--- config.mk ---
export PLATFORM = sky130hd
export DESIGN_NAME = pwm_note_decoder
export DESIGN_NICKNAME = d
export VERILOG_FILES = /design/src/rtl/pwm_note_decoder.sv
export SDC_FILE = /design/constraint.sdc
export NUM_CORES = 1
export LEC_CHECK = 0
export ABC_CLOCK_PERIOD_IN_PS = 6800
export BUFFER_PORTS_ARGS = -buffer_cell sky130_fd_sc_hd__buf_2
export CAP_MARGIN = 20
export CORE_UTILIZATION = 60
export CTS_CLUSTER_SIZE = 12
export DETAILED_ROUTE_END_ITERATION = 10
export PLACE_DENSITY = 0.81
export SLEW_MARGIN = 40
export SYNTH_ARGS = -nofsm -noshare
export SYNTH_HDL_FRONTEND = slang
export SYNTH_SLANG_ARGS = --single-unit
--- constraint.sdc ---
create_clock -name clk -period 6.8 [get_ports clk]
set_input_delay 0.68 -clock clk [delete_from_list [all_inputs] [get_ports clk]]
set_output_delay 0.68 -clock clk [all_outputs]
set_load 0.02 [all_outputs]
--- src/rtl/pwm_note_decoder.sv ---
`default_nettype none
// ============================================================================
// Module   : pwm_note_decoder
// Brief    : Measures period and high time of a PWM/square-wave audio line
//            and turns the period into a debounced 5-bit note code
//            (1..7 = do..si, 0 = silence/unknown).
// Revision : 1.0 - initial release
// ============================================================================
module pwm_note_decoder #(
    parameter int unsigned TIMEOUT    = 500000,
    parameter int unsigned STABLE_N   = 3,
    parameter int unsigned MIN_PERIOD = 180000,
    parameter int unsigned MAX_PERIOD = 430000,
    // Lower period bound of each note band (do is the longest period)
    parameter int unsigned TH_DO      = 361431,
    parameter int unsigned TH_RE      = 321998,
    parameter int unsigned TH_MI      = 294883,
    parameter int unsigned TH_FA      = 270735,
    parameter int unsigned TH_SO      = 241187,
    parameter int unsigned TH_LA      = 214891
) (
    input  logic        clk,
    input  logic        rst,
    input  logic        pwm_in,
    input  logic        en,
    output logic [4:0]  note,
    output logic        note_valid,
    output logic [19:0] period,
    output logic [19:0] high_time,
    output logic        sd
);

    localparam logic [19:0] c_timeout  = 20'(TIMEOUT);
    localparam logic [19:0] c_min      = 20'(MIN_PERIOD);
    localparam logic [19:0] c_max      = 20'(MAX_PERIOD);
    localparam logic [19:0] c_th_do    = 20'(TH_DO);
    localparam logic [19:0] c_th_re    = 20'(TH_RE);
    localparam logic [19:0] c_th_mi    = 20'(TH_MI);
    localparam logic [19:0] c_th_fa    = 20'(TH_FA);
    localparam logic [19:0] c_th_so    = 20'(TH_SO);
    localparam logic [19:0] c_th_la    = 20'(TH_LA);
    localparam logic [3:0]  c_stable_n = 4'(STABLE_N);

    localparam logic [1:0]  c_st_idle    = 2'd0;
    localparam logic [1:0]  c_st_armed   = 2'd1;
    localparam logic [1:0]  c_st_measure = 2'd2;

    logic        r_sync1;
    logic        r_sync2;
    logic        r_prev;
    logic        w_rise;
    logic [19:0] r_cnt;
    logic [19:0] r_hcnt;
    logic [1:0]  r_state;
    logic [3:0]  r_scnt;
    logic [4:0]  r_cand;
    logic [4:0]  r_note;
    logic        r_note_valid;
    logic [19:0] r_period;
    logic [19:0] r_high_time;
    logic        r_sd;
    logic [4:0]  w_code;
    logic [3:0]  w_scnt_next;
    logic        w_update;

    assign note       = r_note;
    assign note_valid = r_note_valid;
    assign period     = r_period;
    assign high_time  = r_high_time;
    assign sd         = r_sd;

    // Two-flop synchronizer for the asynchronous pin plus one flop for edge detection
    always_ff @(posedge clk or posedge rst) begin
        if (rst) begin
            r_sync1 <= 1'b0;
            r_sync2 <= 1'b0;
            r_prev  <= 1'b0;
        end else begin
            r_sync1 <= pwm_in;
            r_sync2 <= r_sync1;
            r_prev  <= r_sync2;
        end
    end

    assign w_rise = r_sync2 & ~r_prev;

    // Period and high-time counters, restarted by each rising edge, saturating at the timeout
    always_ff @(posedge clk or posedge rst) begin
        if (rst) begin
            r_cnt  <= 20'd0;
            r_hcnt <= 20'd0;
        end else if (!en) begin
            r_cnt  <= 20'd0;
            r_hcnt <= 20'd0;
        end else if (w_rise) begin
            r_cnt  <= 20'd1;
            r_hcnt <= 20'd1;
        end else begin
            if (r_cnt != c_timeout) begin
                r_cnt <= r_cnt + 20'd1;
            end
            if (r_sync2 && (r_hcnt != c_timeout)) begin
                r_hcnt <= r_hcnt + 20'd1;
            end
        end
    end

    // Map the period ending at this edge onto a note band; out-of-range periods are code 0
    always_comb begin
        w_code = 5'd0;
        if ((r_cnt < c_min) || (r_cnt > c_max)) begin
            w_code = 5'd0;
        end else if (r_cnt >= c_th_do) begin
            w_code = 5'd1;
        end else if (r_cnt >= c_th_re) begin
            w_code = 5'd2;
        end else if (r_cnt >= c_th_mi) begin
            w_code = 5'd3;
        end else if (r_cnt >= c_th_fa) begin
            w_code = 5'd4;
        end else if (r_cnt >= c_th_so) begin
            w_code = 5'd5;
        end else if (r_cnt >= c_th_la) begin
            w_code = 5'd6;
        end else begin
            w_code = 5'd7;
        end
    end

    // Debounce: run length of identical codes, saturating at 15; a new code restarts it at 1
    always_comb begin
        w_scnt_next = 4'd1;
        if (w_code == r_cand) begin
            w_scnt_next = (r_scnt == 4'd15) ? 4'd15 : (r_scnt + 4'd1);
        end
        w_update = (w_scnt_next >= c_stable_n) && (w_code != r_note);
    end

    // Arm/measure state machine with capture, debounced note update and silence timeout
    always_ff @(posedge clk or posedge rst) begin
        if (rst) begin
            r_state      <= c_st_idle;
            r_scnt       <= 4'd0;
            r_cand       <= 5'd0;
            r_note       <= 5'd0;
            r_note_valid <= 1'b0;
            r_period     <= 20'd0;
            r_high_time  <= 20'd0;
            r_sd         <= 1'b0;
        end else begin
            r_note_valid <= 1'b0;
            if (!en) begin
                r_state <= c_st_idle;
                r_scnt  <= 4'd0;
            end else if (w_rise) begin
                // A rise wins over a coincident timeout: the saturated count is captured instead
                if (r_state == c_st_idle) begin
                    r_state <= c_st_armed;
                end else begin
                    r_state     <= c_st_measure;
                    r_period    <= r_cnt;
                    r_high_time <= r_hcnt;
                    r_cand      <= w_code;
                    r_scnt      <= w_scnt_next;
                    if (w_update) begin
                        r_note       <= w_code;
                        r_sd         <= (w_code != 5'd0);
                        r_note_valid <= 1'b1;
                    end
                end
            end else if (r_cnt == c_timeout) begin
                r_state <= c_st_idle;
                r_scnt  <= 4'd0;
                if (r_note != 5'd0) begin
                    r_note       <= 5'd0;
                    r_sd         <= 1'b0;
                    r_note_valid <= 1'b1;
                end
            end
        end
    end

endmodule
`default_nettype wire
; ---- Yosys cells after proc, flatten, opt, wreduce, memory -nomap -nowiden
; Index checks and enable logic that the tools add are counted.
[classes]
n_addsub = 3
shifts = 0
mul = 0
n_bitwise = 3
eq_ne = 12
muxes = 39
div_mod_pow = 0
n_reduce_logical = 11
n_lt_le_gt_ge = 9
[op_table]
columns = operator, count
row1 = 20-bit two-way mux, 6
row2 = "20-bit by 19-bit >= comparator with 1-bit output, second input constant", 4
row3 = "20-bit by 1-bit adder with 20-bit output, second input constant", 2
row4 = "20-bit by 18-bit >= comparator with 1-bit output, second input constant", 2
row5 = "20-bit by 19-bit inequality test with 1-bit output, second input constant", 2
row6 = 5-bit two-way mux, 5
row7 = 4-bit two-way mux, 6
row8 = "20-bit by 19-bit == test with 1-bit output, second input constant", 1
row9 = "20-bit by 19-bit greater-than comparator with 1-bit output, second input constant", 1
row10 = "20-bit by 18-bit < comparator with 1-bit output, second input constant", 1
row11 = 1-bit two-way mux, 12
row12 = 2-bit two-way mux, 6
row13 = 3-bit two-way mux, 4
row14 = 5-bit nonzero test, 2
row15 = "3-bit by 1-bit inequality test with 1-bit output, second input constant", 3
row16 = 5-bit == test, 1
row17 = 5-bit inequality test, 1
row18 = 5-bit AND reduction, 1
row19 = "4-bit by 1-bit adder with 4-bit output, second input constant", 1
row20 = "4-bit == test, second input constant", 1
row21 = "4-bit by 2-bit >= comparator with 1-bit output, second input constant", 1
row22 = 2-bit nonzero test, 2
row23 = "3-bit inequality test, second input constant", 1
row24 = 3-bit AND reduction, 1
row25 = other kinds (8), 10
[word_totals]
rom_bits = 0
out_inout_bits = 47
ram_bits = 0
wordCells = 90
in_bits = 4
latch_bits = 0
reg_bits = 101
memories = 0

; ---- Depth between registers and ports, before layout
; Gate-level depths: netlist of run 1.
[depth]
word_depth = 16
depth_mapped = 11
depth_no_buf = 10

; ---- Worst setup path after synthesis of run 1
; Ideal clock, no wire load.
[synth_timing]
path_kind = register to register
start = reg r_cnt[19]
end = reg r_note[0], in the netlist note[0]
arrival_ps = 2666
required_time_ps = 6674
n_path_buf = 1
synth_period_minus_slack_ps = 2792
slack_ps = 4008
setup_ps = 126
stages_incl_launch_ff = 10
cell_sequence = dfrtp_1 -> buf_6 -> or4_4 -> o22a_1 -> or4b_1 -> a31o_1 -> a211oi_2 -> o211a_4 -> a21oi_1 -> a221o_1
[synth_between]
elab_chain_cells = 14
elab_cells_between_ends = 28
cone_classes = order compare: 9 / eq/ne: 4 / mux: 11 / reduce/logical: 4
[synth_rtl]
columns = item, line_no
row1 = "start, declared", 52  ; logic [19:0] r_cnt;
row2 = "start signal, assigned", 100  ; r_cnt <= r_cnt + 20'd1;
row3 = 20-bit by 18-bit >= comparator with 1-bit output, 123  ; end else if (r_cnt >= c_th_la) begin
row4 = 1-bit two-way mux, 123
row5 = 2-bit two-way mux, 121  ; end else if (r_cnt >= c_th_so) begin
row6 = 2-bit two-way mux, 119  ; end else if (r_cnt >= c_th_fa) begin
row7 = 3-bit two-way mux, 117  ; end else if (r_cnt >= c_th_mi) begin
row8 = 3-bit two-way mux, 115  ; end else if (r_cnt >= c_th_re) begin
row9 = 3-bit two-way mux, 113  ; end else if (r_cnt >= c_th_do) begin
row10 = 3-bit two-way mux, 111  ; if ((r_cnt < c_min) || (r_cnt > c_max)) begin
row11 = 5-bit == test, 133  ; if (w_code == r_cand) begin
row12 = 4-bit two-way mux, 133
row13 = 4-bit by 2-bit >= comparator with 1-bit output, 136  ; w_update = (w_scnt_next >= c_stable_n) && (w_code != r_note);
row14 = 1-bit logical AND, 136
row15 = 2-bit by 1-bit inequality test with 1-bit output (no line), -
row16 = 5-bit AND reduction (no line), -
row17 = "end signal, assigned", 166  ; r_note <= w_code;
row18 = "end, declared", 57  ; logic [4:0] r_note;
; Parallel ways exist; a longest one is shown, timed or not. The select of a mux whose other input is x is not followed.
; A chain may end at the register's enable or synchronous reset.

; ---- Worst setup path after layout of run 1
[layout_timing]
start = reg r_cnt[9]
end = reg r_note[2], in the netlist note[2]
; Same word-level chain as after synthesis.

==> report_table.html, run 1 <==
<table>
<tr><th>Metric</th><th>Value</th></tr>
<tr><th colspan="2">Run status</th></tr>
<tr><td>Run status</td><td>completed</td></tr>
<tr><th colspan="2">STA</th></tr>
<tr><td>Share of the cycle needed by the critical path after routing</td><td>49.1%</td></tr>
<tr><td>Total count of max-transition violations in the final report</td><td>0</td></tr>
<tr><td>Min Hold Slack</td><td>0.313 ns</td></tr>
<tr><td>Achievable clock frequency</td><td>0.299 GHz</td></tr>
<tr><td>Slew at the pin with the worst max-slew slack</td><td>0.643 ns</td></tr>
<tr><td>Clock Skews</td><td>0.0169 ns</td></tr>
<tr><td>Total negative setup slack</td><td>0 ns</td></tr>
<tr><td>Final hold viol count</td><td>0</td></tr>
<tr><td>Smallest setup slack after layout</td><td>3.46 ns</td></tr>
<tr><td>Crit path time final</td><td>3.34 ns</td></tr>
<tr><td>Final count of negative-setup-slack endpoints</td><td>0</td></tr>
<tr><td>RSZ-0062 raised after global routing</td><td>false</td></tr>
<tr><td>Relative max-transition margin</td><td>56.5%</td></tr>
<tr><th colspan="2">CTS</th></tr>
<tr><td>Number of clock buffers inserted by TritonCTS</td><td>9</td></tr>
<tr><td>Number of sinks driven by the clock tree</td><td>97</td></tr>
<tr><td>Clock latency on the worst-skew pair</td><td>0.37 ns</td></tr>
<tr><td>Maximum clock path buffer count</td><td>2</td></tr>
<tr><td>TritonCTS clock tree</td><td>yes</td></tr>
<tr><td># H-tree levels</td><td>3</td></tr>
<tr><td>Post-cts sizing count</td><td>0</td></tr>
<tr><td>Post-CTS Setup Bufs</td><td>0</td></tr>
<tr><td>Number of hold-repair buffers added at the cts stage</td><td>0</td></tr>
<tr><td>Clock root cell</td><td>sky130_fd_sc_hd__clkbuf_8</td></tr>
<tr><td>Clock transition at the registers of the reported paths</td><td>0.09 ns</td></tr>
<tr><th colspan="2">Setup path</th></tr>
<tr><td>Critical path startpoint category</td><td>register</td></tr>
<tr><td>Data arrival time of the worst path</td><td>3.62 ns</td></tr>
<tr><td>Worst reg2reg path endpoint</td><td>note[2]$_DFFE_PP0P_</td></tr>
<tr><td>R2r startpoint</td><td>r_cnt[9]$_DFFE_PP0P_</td></tr>
<tr><td>Critical path data required time</td><td>7.08 ns</td></tr>
<tr><td>FF-to-FF setup slack</td><td>3.46 ns</td></tr>
<tr><td>Category of the critical setup timing path</td><td>register to register</td></tr>
<tr><td>Worst Reg2Reg Path Length in Cells</td><td>9</td></tr>
<tr><td>Maximum fanout along the worst path</td><td>12</td></tr>
<tr><td>Startpoint of the most critical setup path</td><td>r_cnt[9]$_DFFE_PP0P_</td></tr>
<tr><td>Sort of element at the end of the critical path</td><td>register</td></tr>
<tr><th colspan="2">Logic synthesis</th></tr>
<tr><td>Number of flops mapped to enable cells by yosys</td><td>0</td></tr>
<tr><td>Instance count of the mapped netlist</td><td>501</td></tr>
<tr><td>Synth async-reset ratio</td><td>100%</td></tr>
<tr><td>Library cells used by synthesis</td><td>64</td></tr>
<tr><td>Post-synth top flop</td><td>sky130_fd_sc_hd__dfrtp_1</td></tr>
<tr><td>Mean post-synth cell area</td><td>9.95 µm²</td></tr>
<tr><td>Synth Register Bits</td><td>97</td></tr>
<tr><td>Yosys warning total</td><td>0</td></tr>
<tr><td>Cell area after technology mapping</td><td>4990 µm²</td></tr>
<tr><td>Portion of the post-synthesis area used by sequential elements</td><td>48.7%</td></tr>
<tr><th colspan="2">Floorplan</th></tr>
<tr><td>Starting density of the core</td><td>63.2%</td></tr>
<tr><td>Vertical die dimension</td><td>93.2 µm</td></tr>
<tr><td>Top-Level Pins</td><td>51</td></tr>
<tr><td>Die ar.</td><td>8680 µm²</td></tr>
<tr><td>Std-Cell Core Area</td><td>7890 µm²</td></tr>
<tr><td>Die boundary width</td><td>93.2 µm</td></tr>
<tr><td>Row count</td><td>32</td></tr>
<tr><th colspan="2">Routing</th></tr>
<tr><td>Initial DRC count</td><td>331</td></tr>
<tr><td>Detailed Route WL</td><td>10,800 µm</td></tr>
<tr><td>First-pass iteration count of the detailed router</td><td>5</td></tr>
<tr><td>Routed WL per cell</td><td>17.0 µm</td></tr>
<tr><td>Average via count per standard cell</td><td>6.20</td></tr>
<tr><td>ANT nets after route</td><td>0</td></tr>
<tr><td>Post-route DRC</td><td>0</td></tr>
<tr><td>Via Count</td><td>3,935</td></tr>
<tr><th colspan="2">Job</th></tr>
<tr><td>Maximum capacitance violations</td><td>0</td></tr>
<tr><th colspan="2">Global routing</th></tr>
<tr><td>Largest net degree at the start of global routing</td><td>65</td></tr>
<tr><td>Overall track demand over capacity in global routing</td><td>26.6%</td></tr>
<tr><td>Vias in the first global route</td><td>3,612</td></tr>
<tr><td>Global-route wire length before repair</td><td>18,000 µm</td></tr>
<tr><td>Remaining Overflow, GRT</td><td>0</td></tr>
<tr><td>Initial antenna violation count</td><td>0</td></tr>
<tr><th colspan="2">Power</th></tr>
<tr><td>Highest ir drop seen on vdd</td><td>0.130 mV</td></tr>
<tr><td>Static leakage</td><td>2.52 nW</td></tr>
<tr><td>Power density relative to cell area</td><td>183 nW/µm²</td></tr>
<tr><th colspan="2">Placement</th></tr>
<tr><td>Total of buffers placed on input and output ports</td><td>48</td></tr>
<tr><td>Routability congestion estimate</td><td>0.954</td></tr>
<tr><td>Final HPWL DP</td><td>7430 µm</td></tr>
<tr><td>Worst Setup Slack post-DPL</td><td>3.62 ns</td></tr>
<tr><th colspan="2">Final layout</th></tr>
<tr><td>Post-synthesis to final-layout area growth</td><td>8.46%</td></tr>
<tr><td>Finished Core Util</td><td>68.6%</td></tr>
<tr><td>Layout cells sized above 1</td><td>21.4%</td></tr>
<tr><td>Diode count</td><td>0</td></tr>
<tr><td>Final net count</td><td>537</td></tr>
<tr><th colspan="2">Hold path</th></tr>
<tr><td>Path type of the worst min-delay path</td><td>primary input to async pin</td></tr>
</table>
[cell usage in the layout (no fill, tap or decap), drive strengths merged, types with 3 or more instances in the layout]
cell type  Yosys  routed
a2111oi        3       3
a211oi         6       6
a21o           3       3
a21oi         20      20
a311oi         3       3
a31oi          4       4
and3           8       8
and4           3       3
buf           19      50
clkbuf        16      10
clkinv         0       3
clkinvlp       0       3
dfrtp         97      97
ha             5       5
inv           13      13
mux2          37      37
nand2         33      33
nand2b         3       3
nand3         30      30
nand3b         3       3
nand4         13      13
nor2          52      52
nor2b          3       3
nor3          16      16
nor3b          3       3
nor4           4       4
nor4b          5       5
o21a           3       3
o21ai         22      22
or3            9       9
or4b           3       3
xnor2          8       8
xor2          23      23
[registers in the layout, indices dropped and copies added, names as in the netlist]
| name | cells |
|---|---|
| r_hcnt | 20 |
| sd | 1 |
| r_prev | 1 |
| note | 3 |
| r_sync1 | 1 |
| r_scnt | 4 |
| r_cnt | 20 |
| r_state | 2 |
| r_cand | 3 |
| high_time | 20 |
| r_sync2 | 1 |
| note_valid | 1 |
| period | 20 |
[report_power, final]
group / switching [mW] / internal [mW] / total [mW]
registers: 0.00750 / 0.585 / 0.592
logic: 0.0391 / 0.0143 / 0.0534
clock network: 0.208 / 0.137 / 0.345
[area by class of cell]
| cell class | instances | area (µm²) |
|---|---|---|
| tap | 102 | 128 |
| sequential | 97 | 2430 |
| multi-input combinational | 357 | 2360 |
| timing repair buffer | 50 | 259 |
| fill | 599 | 2480 |
| inverter | 13 | 51.3 |
| clock inverter | 6 | 56.3 |
| clock buffer | 10 | 128 |
[worst max-delay path: stages (launching register included)]
cell	delay, ns
sky130_fd_sc_hd__dfrtp_1	0.61
sky130_fd_sc_hd__and4_1	0.30
sky130_fd_sc_hd__nand3_1	0.15
sky130_fd_sc_hd__o311ai_1	0.64
sky130_fd_sc_hd__o21ai_0	0.35
sky130_fd_sc_hd__a211oi_1	0.41
sky130_fd_sc_hd__xor2_1	0.15
sky130_fd_sc_hd__o211a_4	0.27
sky130_fd_sc_hd__o21ai_1	0.24
sky130_fd_sc_hd__o2bb2ai_1	0.15
[cell usage after synthesis (all sizes together), types with 16 or more instances]
cell	number	area share [%]
nand2	33	2.5
xor2	23	4.0
mux2	37	8.4
buf	19	2.1
nor2	52	3.9
o21ai	22	2.2
nor3	16	1.6
dfrtp	97	49
clkbuf	16	1.2
a21oi	20	2.0
nand3	30	3.0
[worst max-delay path by stage]
stage | to | slack [ns]
after global placement | note[0]$_DFFE_PP0P_ | 3.74
after floorplan | high_time[0]$_DFFE_PP0P_ | 3.59
after detailed placement | note[2]$_DFFE_PP0P_ | 3.62
final | note[2]$_DFFE_PP0P_ | 3.46
after global routing | note[0]$_DFFE_PP0P_ | 3.34
after CTS | note[2]$_DFFE_PP0P_ | 3.58
[per-stage QoR]
stage / power, mW / cells / area [µm²]
floorplan: 0.641 / 502 / 4990
global placement: 0.656 / 619 / 5220
detailed placement: 0.658 / 619 / 5220
CTS: 0.998 / 635 / 5400
global route: 1.03 / 635 / 5410
finish: 0.991 / 635 / 5410
[metal layers]
metal | wire [µm] | track usage [%] | vias to the layer above | part of all wire (%)
met1 | 5080 | 39.0 | 1907 | 47
met3 | 523 | 3.58 | 35 | 4.8
met2 | 4920 | 40.3 | 149 | 46
li1 | - | - | 1844 | -
met5 | 0 | 0 | - | 0
met4 | 289 | 10.4 | 0 | 2.7
[cell families (layout without fill, tap and decap cells)]
logic type / after synthesis / after routing / share of synthesized area [%]
simple gates: 195 / 195 / 20.1
flops: 97 / 97 / 48.7
buf+inv: 48 / 79 / 4.24
compound gates: 87 / 87 / 11.9
xor+xnor: 31 / 31 / 5.45
fa+ha+maj: 5 / 5 / 1.25
other cells: 1 / 2 / 0.0752
mux: 37 / 37 / 8.36
Note: power is estimated with default switching activity, not from simulation.
==> run 2, diff against run 1 <==
--- a/config.mk
+++ b/config.mk
@@ -5,13 +5,14 @@
 export SDC_FILE = /design/constraint.sdc
 export NUM_CORES = 1
 export LEC_CHECK = 0
-export ABC_CLOCK_PERIOD_IN_PS = 6800
+export ABC_AREA = 1
+export ABC_CLOCK_PERIOD_IN_PS = 3100
 export BUFFER_PORTS_ARGS = -buffer_cell sky130_fd_sc_hd__buf_2
 export CAP_MARGIN = 20
-export CORE_UTILIZATION = 60
+export CORE_UTILIZATION = 59
 export CTS_CLUSTER_SIZE = 12
 export DETAILED_ROUTE_END_ITERATION = 10
-export PLACE_DENSITY = 0.81
+export PLACE_DENSITY = 0.8
 export SLEW_MARGIN = 40
 export SYNTH_ARGS = -nofsm -noshare
 export SYNTH_HDL_FRONTEND = slang
==> constraint.sdc (replaced) <==
create_clock -name clk -period 3.1 [get_ports clk]
set_input_delay 0.31 -clock clk [delete_from_list [all_inputs] [get_ports clk]]
set_output_delay 0.31 -clock clk [all_outputs]
set_load 0.02 [all_outputs]
==> report_table.html, run 2 <==
<table>
<tr><th>Metric</th><th>Value</th></tr>
<tr><th colspan="2">STA</th></tr>
<tr><td>Share of the cycle needed by the critical path after routing</td><td>81.8% (+33 points)</td></tr>
<tr><td>RSZ-0062 raised after global routing</td><td>false</td></tr>
<tr><td>Clock Skews</td><td>0.0117 ns (-0.00521 ns)</td></tr>
<tr><td>Achievable clock frequency</td><td>0.394 GHz (+32%)</td></tr>
<tr><td>Total count of max-transition violations in the final report</td><td>0 (unchanged)</td></tr>
<tr><td>Final hold viol count</td><td>21 (+21)</td></tr>
<tr><td>Relative max-transition margin</td><td>54.8% (-1.7 points)</td></tr>
<tr><td>Final count of negative-setup-slack endpoints</td><td>0 (unchanged)</td></tr>
<tr><td>Min Hold Slack</td><td>-0.0119 ns (-0.325 ns)</td></tr>
<tr><td>Crit path time final</td><td>2.54 ns (-0.805 ns)</td></tr>
<tr><td>Slew at the pin with the worst max-slew slack</td><td>0.679 ns (+0.0356 ns)</td></tr>
<tr><td>Total negative setup slack</td><td>0 ns (unchanged)</td></tr>
<tr><th colspan="2">Placement</th></tr>
<tr><td>Routability congestion estimate</td><td>0.922 (-3.4%)</td></tr>
<tr><td>Total of buffers placed on input and output ports</td><td>48 (unchanged)</td></tr>
<tr><td>Final HPWL DP</td><td>9040 µm (+22%)</td></tr>
<tr><th colspan="2">Job</th></tr>
<tr><td>Maximum capacitance violations</td><td>0 (unchanged)</td></tr>
<tr><th colspan="2">Setup path</th></tr>
<tr><td>Critical path data required time</td><td>3.36 ns (-3.72 ns)</td></tr>
<tr><td>FF-to-FF setup slack</td><td>0.56 ns (-2.89 ns)</td></tr>
<tr><td>Sort of element at the end of the critical path</td><td>register</td></tr>
<tr><td>Data arrival time of the worst path</td><td>2.79 ns (-0.83 ns)</td></tr>
<tr><td>Category of the critical setup timing path</td><td>register to register</td></tr>
<tr><td>Critical path startpoint category</td><td>register</td></tr>
<tr><td>Maximum fanout along the worst path</td><td>9 (-3)</td></tr>
<tr><th colspan="2">Final layout</th></tr>
<tr><td>Diode count</td><td>0 (unchanged)</td></tr>
<tr><td>Filler cell count</td><td>727 (+21%)</td></tr>
<tr><td>Multi-input combinational cell area</td><td>2250 µm² (-4.6%)</td></tr>
<tr><td>Layout cells sized above 1</td><td>15.9% (-5.5 points)</td></tr>
<tr><td>Post-synthesis to final-layout area growth</td><td>11.2%</td></tr>
<tr><td>Most used cells in the layout excluding fill and tap cells</td><td>sky130_fd_sc_hd__nand2_1, sky130_fd_sc_hd__dfrtp_1, sky130_fd_sc_hd__o21ai_0</td></tr>
<tr><td>Combined flip-flop and latch cell area</td><td>2430 µm² (unchanged)</td></tr>
<tr><td>Commonest non-fill, non-tap cell in the layout</td><td>sky130_fd_sc_hd__nand2_1</td></tr>
<tr><td>Final net count</td><td>714 (+33%)</td></tr>
<tr><th colspan="2">CTS</th></tr>
<tr><td>Maximum clock path buffer count</td><td>2 (unchanged)</td></tr>
<tr><td>Clock root cell</td><td>sky130_fd_sc_hd__clkbuf_8</td></tr>
<tr><td>Clock latency on the worst-skew pair</td><td>0.37 ns (about the same)</td></tr>
<tr><td>Post-CTS Setup Bufs</td><td>0 (unchanged)</td></tr>
<tr><td>TritonCTS clock tree</td><td>yes</td></tr>
<tr><td>Number of sinks driven by the clock tree</td><td>97 (unchanged)</td></tr>
<tr><td># H-tree levels</td><td>3 (unchanged)</td></tr>
<tr><td>Clock transition at the registers of the reported paths</td><td>0.10 ns (about the same)</td></tr>
<tr><td>Number of hold-repair buffers added at the cts stage</td><td>0 (unchanged)</td></tr>
<tr><td>Number of clock buffers inserted by TritonCTS</td><td>9 (unchanged)</td></tr>
<tr><td>Post-cts sizing count</td><td>0 (unchanged)</td></tr>
<tr><th colspan="2">Routing</th></tr>
<tr><td>First-pass iteration count of the detailed router</td><td>5 (unchanged)</td></tr>
<tr><td>Via Count</td><td>4,617 (+17%)</td></tr>
<tr><td>Initial DRC count</td><td>231 (-30%)</td></tr>
<tr><td>Detailed Route WL</td><td>12,300 µm (+14%)</td></tr>
<tr><td>Routed WL per cell</td><td>15.1 µm (-11%)</td></tr>
<tr><td>ANT nets after route</td><td>0 (unchanged)</td></tr>
<tr><td>Post-route DRC</td><td>0 (unchanged)</td></tr>
<tr><td>Average via count per standard cell</td><td>5.67 (-8.6%)</td></tr>
<tr><th colspan="2">Logic synthesis</th></tr>
<tr><td>Leading cell types by count after synthesis</td><td>sky130_fd_sc_hd__nand2_1, sky130_fd_sc_hd__dfrtp_1, sky130_fd_sc_hd__o21ai_0</td></tr>
<tr><td>Synth async-reset ratio</td><td>100% (unchanged)</td></tr>
<tr><td>Instance count of the mapped netlist</td><td>659 (+32%)</td></tr>
<tr><td>Portion of the post-synthesis area used by sequential elements</td><td>47.7% (-0.96 points)</td></tr>
<tr><td>Post-synth top flop</td><td>sky130_fd_sc_hd__dfrtp_1</td></tr>
<tr><td>Cell area after technology mapping</td><td>5090 µm² (+2.0%)</td></tr>
<tr><td>Area fraction of the dominant cell type after synthesis</td><td>47.7% (-0.96 points)</td></tr>
<tr><td>Cell type with the highest aggregate area in the netlist</td><td>sky130_fd_sc_hd__dfrtp_1</td></tr>
<tr><td>Synth Register Bits</td><td>97 (unchanged)</td></tr>
<tr><td>Number of flops mapped to enable cells by yosys</td><td>0 (unchanged)</td></tr>
<tr><td>Library cells used by synthesis</td><td>42 (-34%)</td></tr>
<tr><td>Most instantiated library cell after synthesis</td><td>sky130_fd_sc_hd__nand2_1</td></tr>
<tr><td>Mean post-synth cell area</td><td>7.72 µm² (-22%)</td></tr>
<tr><td>Top post-synthesis cells by area</td><td>sky130_fd_sc_hd__dfrtp_1, sky130_fd_sc_hd__nand2_1, sky130_fd_sc_hd__o21ai_0, sky130_fd_sc_hd__inv_1, sky130_fd_sc_hd__nor2_1</td></tr>
<tr><td>Yosys warning total</td><td>0 (unchanged)</td></tr>
<tr><th colspan="2">Power</th></tr>
<tr><td>Fraction of power consumed by sequential logic</td><td>51.2% (-8.6 points)</td></tr>
<tr><td>Power density relative to cell area</td><td>495 nW/µm² (+170%)</td></tr>
<tr><td>Proportion of power drawn by the clock network</td><td>33.5% (-1.3 points)</td></tr>
<tr><td>Fraction of power spent switching nets</td><td>28.8% (+3.1 points)</td></tr>
<tr><td>Highest ir drop seen on vdd</td><td>0.333 mV (+160%)</td></tr>
<tr><td>Cell-internal power</td><td>1.99 mW (+170%)</td></tr>
<tr><td>Portion of total power attributed to combinational logic</td><td>15.3% (+9.9 points)</td></tr>
<tr><td>Design Power</td><td>2.80 mW (+180%)</td></tr>
<tr><td>Static leakage</td><td>2.72 nW (+7.6%)</td></tr>
<tr><td>Net Switching</td><td>0.805 mW (+220%)</td></tr>
<tr><th colspan="2">Hold path</th></tr>
<tr><td>Path type of the worst min-delay path</td><td>primary input to async pin</td></tr>
<tr><th colspan="2">Run status</th></tr>
<tr><td>Run status</td><td>complete, but fails checks</td></tr>
<tr><td>Violations in the final reports</td><td>hold timing</td></tr>
<tr><th colspan="2">Global routing</th></tr>
<tr><td>Global-route wire length before repair</td><td>20,200 µm (+12%)</td></tr>
<tr><td>Vias in the first global route</td><td>4,270 (+18%)</td></tr>
<tr><td>Largest net degree at the start of global routing</td><td>86 (+32%)</td></tr>
<tr><td>Initial antenna violation count</td><td>0 (unchanged)</td></tr>
<tr><td>Remaining Overflow, GRT</td><td>0 (unchanged)</td></tr>
<tr><td>Overall track demand over capacity in global routing</td><td>29.5% (+2.9 points)</td></tr>
<tr><th colspan="2">Floorplan</th></tr>
<tr><td>Row count</td><td>33 (+3.1%)</td></tr>
<tr><td>Std-Cell Core Area</td><td>8300 µm² (+5.2%)</td></tr>
<tr><td>Die boundary width</td><td>94.8 µm (+1.8%)</td></tr>
<tr><td>Vertical die dimension</td><td>94.8 µm (+1.8%)</td></tr>
<tr><td>Die ar.</td><td>9000 µm² (+3.7%)</td></tr>
<tr><td>Top-Level Pins</td><td>51 (unchanged)</td></tr>
<tr><td>Starting density of the core</td><td>61.3% (-1.9 points)</td></tr>
</table>
[run 2: per-layer routing]
layer / track usage, % / share of wire [%]
met5: 0 / 0
met4: 12.4 / 2.6
met2: 49.6 / 49
met1: 38.4 / 44
met3: 3.78 / 4.6
[run 2: final cells by class]
class | count | share of cell area, %
flip-flops and latches | 97 | 42.9
multi-input cells | 457 | 39.8
inverters | 88 | 5.93
repair buffers | 52 | 5.00
clock buffers | 11 | 2.50
well taps | 105 | 2.32
clock inverters | 5 | 1.53
[run 2: cells by family after synthesis]
| kind of cell | synth area share, % |
|---|---|
| compound gates | 14.3 |
| xor+xnor | 0.172 |
| fa+ha+maj | 1.23 |
| buf+inv | 8.12 |
| flops | 47.7 |
| other cells | 0.0737 |
| simple gates | 28.4 |
[run 2: critical path: stages, from the launching register on]
cell and delay, ns:
sky130_fd_sc_hd__dfrtp_1 0.54, sky130_fd_sc_hd__nand2_4 0.13, sky130_fd_sc_hd__nor2_8 0.21, sky130_fd_sc_hd__nand2_2 0.11
sky130_fd_sc_hd__o21ai_1 0.18, sky130_fd_sc_hd__nand2_1 0.10, sky130_fd_sc_hd__nand3_2 0.09, sky130_fd_sc_hd__nand2_2 0.08
sky130_fd_sc_hd__inv_2 0.11, sky130_fd_sc_hd__nand2_2 0.10, sky130_fd_sc_hd__nand2_2 0.08, sky130_fd_sc_hd__nand2_2 0.06
sky130_fd_sc_hd__nor2_4 0.13, sky130_fd_sc_hd__o211ai_1 0.09, sky130_fd_sc_hd__nand2_1 0.09, sky130_fd_sc_hd__nand2_2 0.06
sky130_fd_sc_hd__nand2_4 0.08, sky130_fd_sc_hd__nand2_4 0.07, sky130_fd_sc_hd__nand2_1 0.07, sky130_fd_sc_hd__nand2_1 0.05
[run 2: final timing paths]
check,to,cells after the start,from
max in group asynchronous,period[2]$_DFFE_PP0P_,3,rst
min,high_time[10]$_DFFE_PP0P_,2,rst
min in group clk,r_sync1$_DFF_PP0_,1,pwm_in
max,note[0]$_DFFE_PP0P_,19,r_cnt[9]$_DFFE_PP0P_
min reg2reg,r_sync2$_DFF_PP0_,0,r_sync1$_DFF_PP0_
max reg2reg,note[0]$_DFFE_PP0P_,19,r_cnt[9]$_DFFE_PP0P_
[run 2: stage by stage]
stage,worst slack [ns],hold slack (ns),std cells,cell area [µm²],utilization (%)
6_report,0.563,-0.0119,815,5650,68.1
5_1_grt,0.346,0.0285,815,5650,68.1
4_1_cts,0.595,0.000490,815,5650,68.1
3_5_place_dp,0.649,0.336,799,5430,65.4
3_3_place_gp,0.695,0.333,799,5420,65.4
2_1_floorplan,0.256,0.331,660,5090,-
[run 2: power by group through the flow]
stage,Clock [mW],Combinational [mW],Sequential (mW)
2_1_floorplan,0,0.158,1.57
3_3_place_gp,0,0.420,1.45
3_5_place_dp,0,0.431,1.46
4_1_cts,0.951,0.432,1.43
5_1_grt,1.00,0.474,1.45
6_report,0.938,0.427,1.43
==> run 3, diff against run 2 <==
--- a/config.mk
+++ b/config.mk
@@ -5,14 +5,14 @@
 export SDC_FILE = /design/constraint.sdc
 export NUM_CORES = 1
 export LEC_CHECK = 0
-export ABC_AREA = 1
-export ABC_CLOCK_PERIOD_IN_PS = 3100
+export ABC_AREA = 0
+export ABC_CLOCK_PERIOD_IN_PS = 2330
 export BUFFER_PORTS_ARGS = -buffer_cell sky130_fd_sc_hd__buf_2
 export CAP_MARGIN = 20
-export CORE_UTILIZATION = 59
+export CORE_UTILIZATION = 53
 export CTS_CLUSTER_SIZE = 12
 export DETAILED_ROUTE_END_ITERATION = 10
-export PLACE_DENSITY = 0.8
+export PLACE_DENSITY = 0.76
 export SLEW_MARGIN = 40
 export SYNTH_ARGS = -nofsm -noshare
 export SYNTH_HDL_FRONTEND = slang
==> constraint.sdc (replaced) <==
create_clock -name clk -period 2.33 [get_ports clk]
set_input_delay 0.233 -clock clk [delete_from_list [all_inputs] [get_ports clk]]
set_output_delay 0.233 -clock clk [all_outputs]
set_load 0.02 [all_outputs]
==> report_table.html, run 3 (same netlist as run 1, synthesis figures left out) <==
<table>
<tr><th>Metric</th><th>Value</th></tr>
<tr><th colspan="2">Run status</th></tr>
<tr><td>Run status</td><td>complete, but fails checks</td></tr>
<tr><td>Violations in the final reports</td><td>setup timing</td></tr>
<tr><th colspan="2">STA</th></tr>
<tr><td>Crit path time final</td><td>2.79 ns (+0.258 ns)</td></tr>
<tr><td>Total count of max-transition violations in the final report</td><td>0 (unchanged)</td></tr>
<tr><td>Final count of negative-setup-slack endpoints</td><td>10 (+10)</td></tr>
<tr><td>Slew at the pin with the worst max-slew slack</td><td>0.707 ns (+0.0283 ns)</td></tr>
<tr><td>Clock Skews</td><td>0.00632 ns (-0.00540 ns)</td></tr>
<tr><td>RSZ-0062 raised after global routing</td><td>true</td></tr>
<tr><td>Share of the cycle needed by the critical path after routing</td><td>120% (+38 points)</td></tr>
<tr><td>Final hold viol count</td><td>0 (-100%)</td></tr>
<tr><td>Smallest setup slack after layout</td><td>-0.465 ns (-1.03 ns)</td></tr>
<tr><td>Relative max-transition margin</td><td>52.4% (-2.3 points)</td></tr>
<tr><td>Achievable clock frequency</td><td>0.358 GHz (-9.2%)</td></tr>
<tr><th colspan="2">Power</th></tr>
<tr><td>Highest ir drop seen on vdd</td><td>0.368 mV (+11%)</td></tr>
<tr><td>Fraction of power spent switching nets</td><td>26.2% (-2.6 points)</td></tr>
<tr><td>Proportion of power drawn by the clock network</td><td>36.1% (+2.6 points)</td></tr>
<tr><td>Fraction of power consumed by sequential logic</td><td>57.7% (+6.5 points)</td></tr>
<tr><td>Net Switching</td><td>0.783 mW (-2.7%)</td></tr>
<tr><td>Static leakage</td><td>3.09 nW (+14%)</td></tr>
<tr><td>Power density relative to cell area</td><td>470 nW/µm² (-5.0%)</td></tr>
<tr><td>Cell-internal power</td><td>2.21 mW (+11%)</td></tr>
<tr><td>Portion of total power attributed to combinational logic</td><td>6.2% (-9.1 points)</td></tr>
<tr><td>Design Power</td><td>2.99 mW (+7.1%)</td></tr>
<tr><th colspan="2">Setup path</th></tr>
<tr><td>Category of the critical setup timing path</td><td>register to register</td></tr>
<tr><td>Logic depth of the worst setup path including buffers</td><td>10 (-9)</td></tr>
<tr><td>R2r startpoint</td><td>r_cnt[15]$_DFFE_PP0P_</td></tr>
<tr><td>Critical path data required time</td><td>2.63 ns (-0.73 ns)</td></tr>
<tr><td>Maximum fanout along the worst path</td><td>5 (-4)</td></tr>
<tr><td>Slowest library cell on the worst path</td><td>sky130_fd_sc_hd__or4b_1</td></tr>
<tr><td>Startpoint of the most critical setup path</td><td>r_cnt[15]$_DFFE_PP0P_</td></tr>
<tr><td>Worst path max stage delay</td><td>0.49 ns (-0.05 ns)</td></tr>
<tr><td>Data arrival time of the worst path</td><td>3.10 ns (+0.31 ns)</td></tr>
<tr><td>Critical path startpoint category</td><td>register</td></tr>
<tr><td>Family of cells with the greatest summed delay on the critical path</td><td>simple AND/OR/NAND/NOR gates</td></tr>
<tr><td>Worst path buffer plus inverter count</td><td>2 (+1)</td></tr>
<tr><td>Worst Reg2Reg Path Length in Cells</td><td>10 (-9)</td></tr>
<tr><td>Sort of element at the end of the critical path</td><td>register</td></tr>
<tr><td>End of the critical path</td><td>r_scnt[3]$_DFFE_PP0P_</td></tr>
<tr><td>Worst reg2reg path endpoint</td><td>r_scnt[3]$_DFFE_PP0P_</td></tr>
<tr><td>Most common cell on crit path</td><td>sky130_fd_sc_hd__buf_4</td></tr>
<tr><td>FF-to-FF setup slack</td><td>-0.46 ns (-1.03 ns)</td></tr>
<tr><td>Cell Chain, Critical Path</td><td>buf_4 &gt; or4_4 &gt; o22a_1 &gt; or4b_1 &gt; a31o_1 &gt; a211oi_2 &gt; buf_4 &gt; and2_4 &gt; nand4_1 &gt; a21oi_1</td></tr>
<tr><th colspan="2">CTS</th></tr>
<tr><td>Clock root cell</td><td>sky130_fd_sc_hd__clkbuf_8</td></tr>
<tr><td>Maximum clock path buffer count</td><td>2 (unchanged)</td></tr>
<tr><td>Clock latency on the worst-skew pair</td><td>0.37 ns (about the same)</td></tr>
<tr><td>Number of sinks driven by the clock tree</td><td>97 (unchanged)</td></tr>
<tr><td># H-tree levels</td><td>3 (unchanged)</td></tr>
<tr><td>TritonCTS clock tree</td><td>yes</td></tr>
<tr><td>Clock transition at the registers of the reported paths</td><td>0.10 ns (about the same)</td></tr>
<tr><td>Number of clock buffers inserted by TritonCTS</td><td>9 (unchanged)</td></tr>
<tr><th colspan="2">Placement</th></tr>
<tr><td>Routability congestion estimate</td><td>0.881 (-4.5%)</td></tr>
<tr><td>Final HPWL DP</td><td>8960 µm (-0.84%)</td></tr>
<tr><td>Total of buffers placed on input and output ports</td><td>48 (unchanged)</td></tr>
<tr><td>Cell total after placement</td><td>700 (-12%)</td></tr>
<tr><th colspan="2">Final layout</th></tr>
<tr><td>Diode count</td><td>0 (unchanged)</td></tr>
<tr><td>Non-filler instance count after layout</td><td>730 (-10%)</td></tr>
<tr><td>Final net count</td><td>623 (-13%)</td></tr>
<tr><td>Most used cells in the layout excluding fill and tap cells</td><td>sky130_fd_sc_hd__dfrtp_1, sky130_fd_sc_hd__buf_4, sky130_fd_sc_hd__nor2_1</td></tr>
<tr><td>Finished Core Util</td><td>69.3% (+1.1 points)</td></tr>
<tr><td>Layout cells sized above 1</td><td>37.8% (+22 points)</td></tr>
<tr><td>Post-synthesis to final-layout area growth</td><td>27.8%</td></tr>
<tr><td>Commonest non-fill, non-tap cell in the layout</td><td>sky130_fd_sc_hd__dfrtp_1</td></tr>
<tr><th colspan="2">Floorplan</th></tr>
<tr><td>Std-Cell Core Area</td><td>9200 µm² (+11%)</td></tr>
<tr><td>Die ar.</td><td>9800 µm² (+8.9%)</td></tr>
<tr><td>Die boundary width</td><td>99.0 µm (+4.4%)</td></tr>
<tr><td>Vertical die dimension</td><td>99.0 µm (+4.4%)</td></tr>
<tr><td>Row count</td><td>35 (+6.1%)</td></tr>
<tr><td>Starting density of the core</td><td>54.2% (-7.1 points)</td></tr>
<tr><td>Top-Level Pins</td><td>51 (unchanged)</td></tr>
<tr><th colspan="2">Hold path</th></tr>
<tr><td>Path type of the worst min-delay path</td><td>primary input to register</td></tr>
<tr><th colspan="2">Global routing</th></tr>
<tr><td>Overall track demand over capacity in global routing</td><td>27.1% (-2.4 points)</td></tr>
<tr><td>Initial antenna violation count</td><td>0 (unchanged)</td></tr>
<tr><td>Largest net degree at the start of global routing</td><td>46 (-47%)</td></tr>
<tr><td>Vias in the first global route</td><td>4,219 (-1.2%)</td></tr>
<tr><td>Global-route wire length before repair</td><td>20,800 µm (+2.7%)</td></tr>
<tr><td>Remaining Overflow, GRT</td><td>0 (unchanged)</td></tr>
<tr><th colspan="2">Routing</th></tr>
<tr><td>Length of routed met2 wiring</td><td>6080 µm (about the same)</td></tr>
<tr><td>Post-route DRC</td><td>0 (unchanged)</td></tr>
<tr><td>Wire length on met3</td><td>498 µm (-12%)</td></tr>
<tr><td>Detailed Route WL</td><td>12,400 µm (+0.19%)</td></tr>
<tr><td>Met1 routed wirelength after detailed routing</td><td>5490 µm (+2.0%)</td></tr>
<tr><td>Top Metal Used</td><td>met4</td></tr>
<tr><td>First-pass iteration count of the detailed router</td><td>5 (unchanged)</td></tr>
<tr><td>Initial DRC count</td><td>256 (+11%)</td></tr>
<tr><td>Average via count per standard cell</td><td>5.87 (+3.5%)</td></tr>
<tr><td>Via Count</td><td>4,282 (-7.3%)</td></tr>
<tr><td>Routed WL per cell</td><td>16.9 µm (+12%)</td></tr>
<tr><td>ANT nets after route</td><td>0 (unchanged)</td></tr>
<tr><th colspan="2">Job</th></tr>
<tr><td>Maximum capacitance violations</td><td>0 (unchanged)</td></tr>
</table>
==> run 3: layer usage <==
| layer | GRT usage [%] | up-vias |
|---|---|---|
| li1 | - | 2018 |
| met1 | 35.3 | 2106 |
| met2 | 45.8 | 133 |
| met3 | 3.76 | 25 |
| met4 | 11.3 | 0 |
| met5 | 0 | - |
==> run 3: timing repair <==
action                                 4_1_cts  5_1_grt
pin swaps                                   13       11
setup buffers                                8        4
setup endpoints to repair                   10       13
gates resized for setup                     26       21
endpoints found under the hold margin       26        0
hold buffers                                 2        0
==> run 3: through the flow <==
| stage | hold slack [ns] | setup slack [ns] | setup TNS (ns) | area, µm² |
|---|---|---|---|---|
| 3_5_place_dp | 0.343 | -0.488 | -4.01 | 5840 |
| 3_3_place_gp | 0.345 | -0.444 | -3.35 | 5840 |
| 2_1_floorplan | 0.264 | -0.324 | -1.76 | 5020 |
| 6_report | 0.207 | -0.465 | -3.77 | 6370 |
| 5_1_grt | 0.213 | -0.580 | -4.70 | 6370 |
| 4_1_cts | 0.174 | -0.374 | -2.99 | 6240 |
==> run 3: worst min path at each step <==
stage | to | cells past startpoint | start
6_report | note_valid$_DFF_PP0_ | 2 | en
5_1_grt | note_valid$_DFF_PP0_ | 2 | en
4_1_cts | note_valid$_DFF_PP0_ | 2 | en
3_5_place_dp | r_sync1$_DFF_PP0_ | 1 | pwm_in
3_3_place_gp | r_sync1$_DFF_PP0_ | 1 | pwm_in
2_1_floorplan | r_sync1$_DFF_PP0_ | 0 | pwm_in
==> run 3: final cells by class <==
| type | instances | area (µm²) |
|---|---|---|
| clock buffer | 10 | 138 |
| clock inverter | 6 | 61.3 |
| fill | 714 | 2830 |
| inverter | 13 | 52.6 |
| multi-input combinational | 357 | 2580 |
| sequential | 97 | 2430 |
| tap | 111 | 139 |
| timing repair buffer | 136 | 962 |
==> run 3: power groups by stage <==
stage | combinational [mW] | sequential, mW | clock (mW)
floorplan | 0.0989 | 1.77 | 0
global placement | 0.178 | 1.76 | 0
detailed placement | 0.182 | 1.76 | 0
CTS | 0.188 | 1.73 | 1.10
global route | 0.209 | 1.73 | 1.16
finish | 0.185 | 1.73 | 1.08
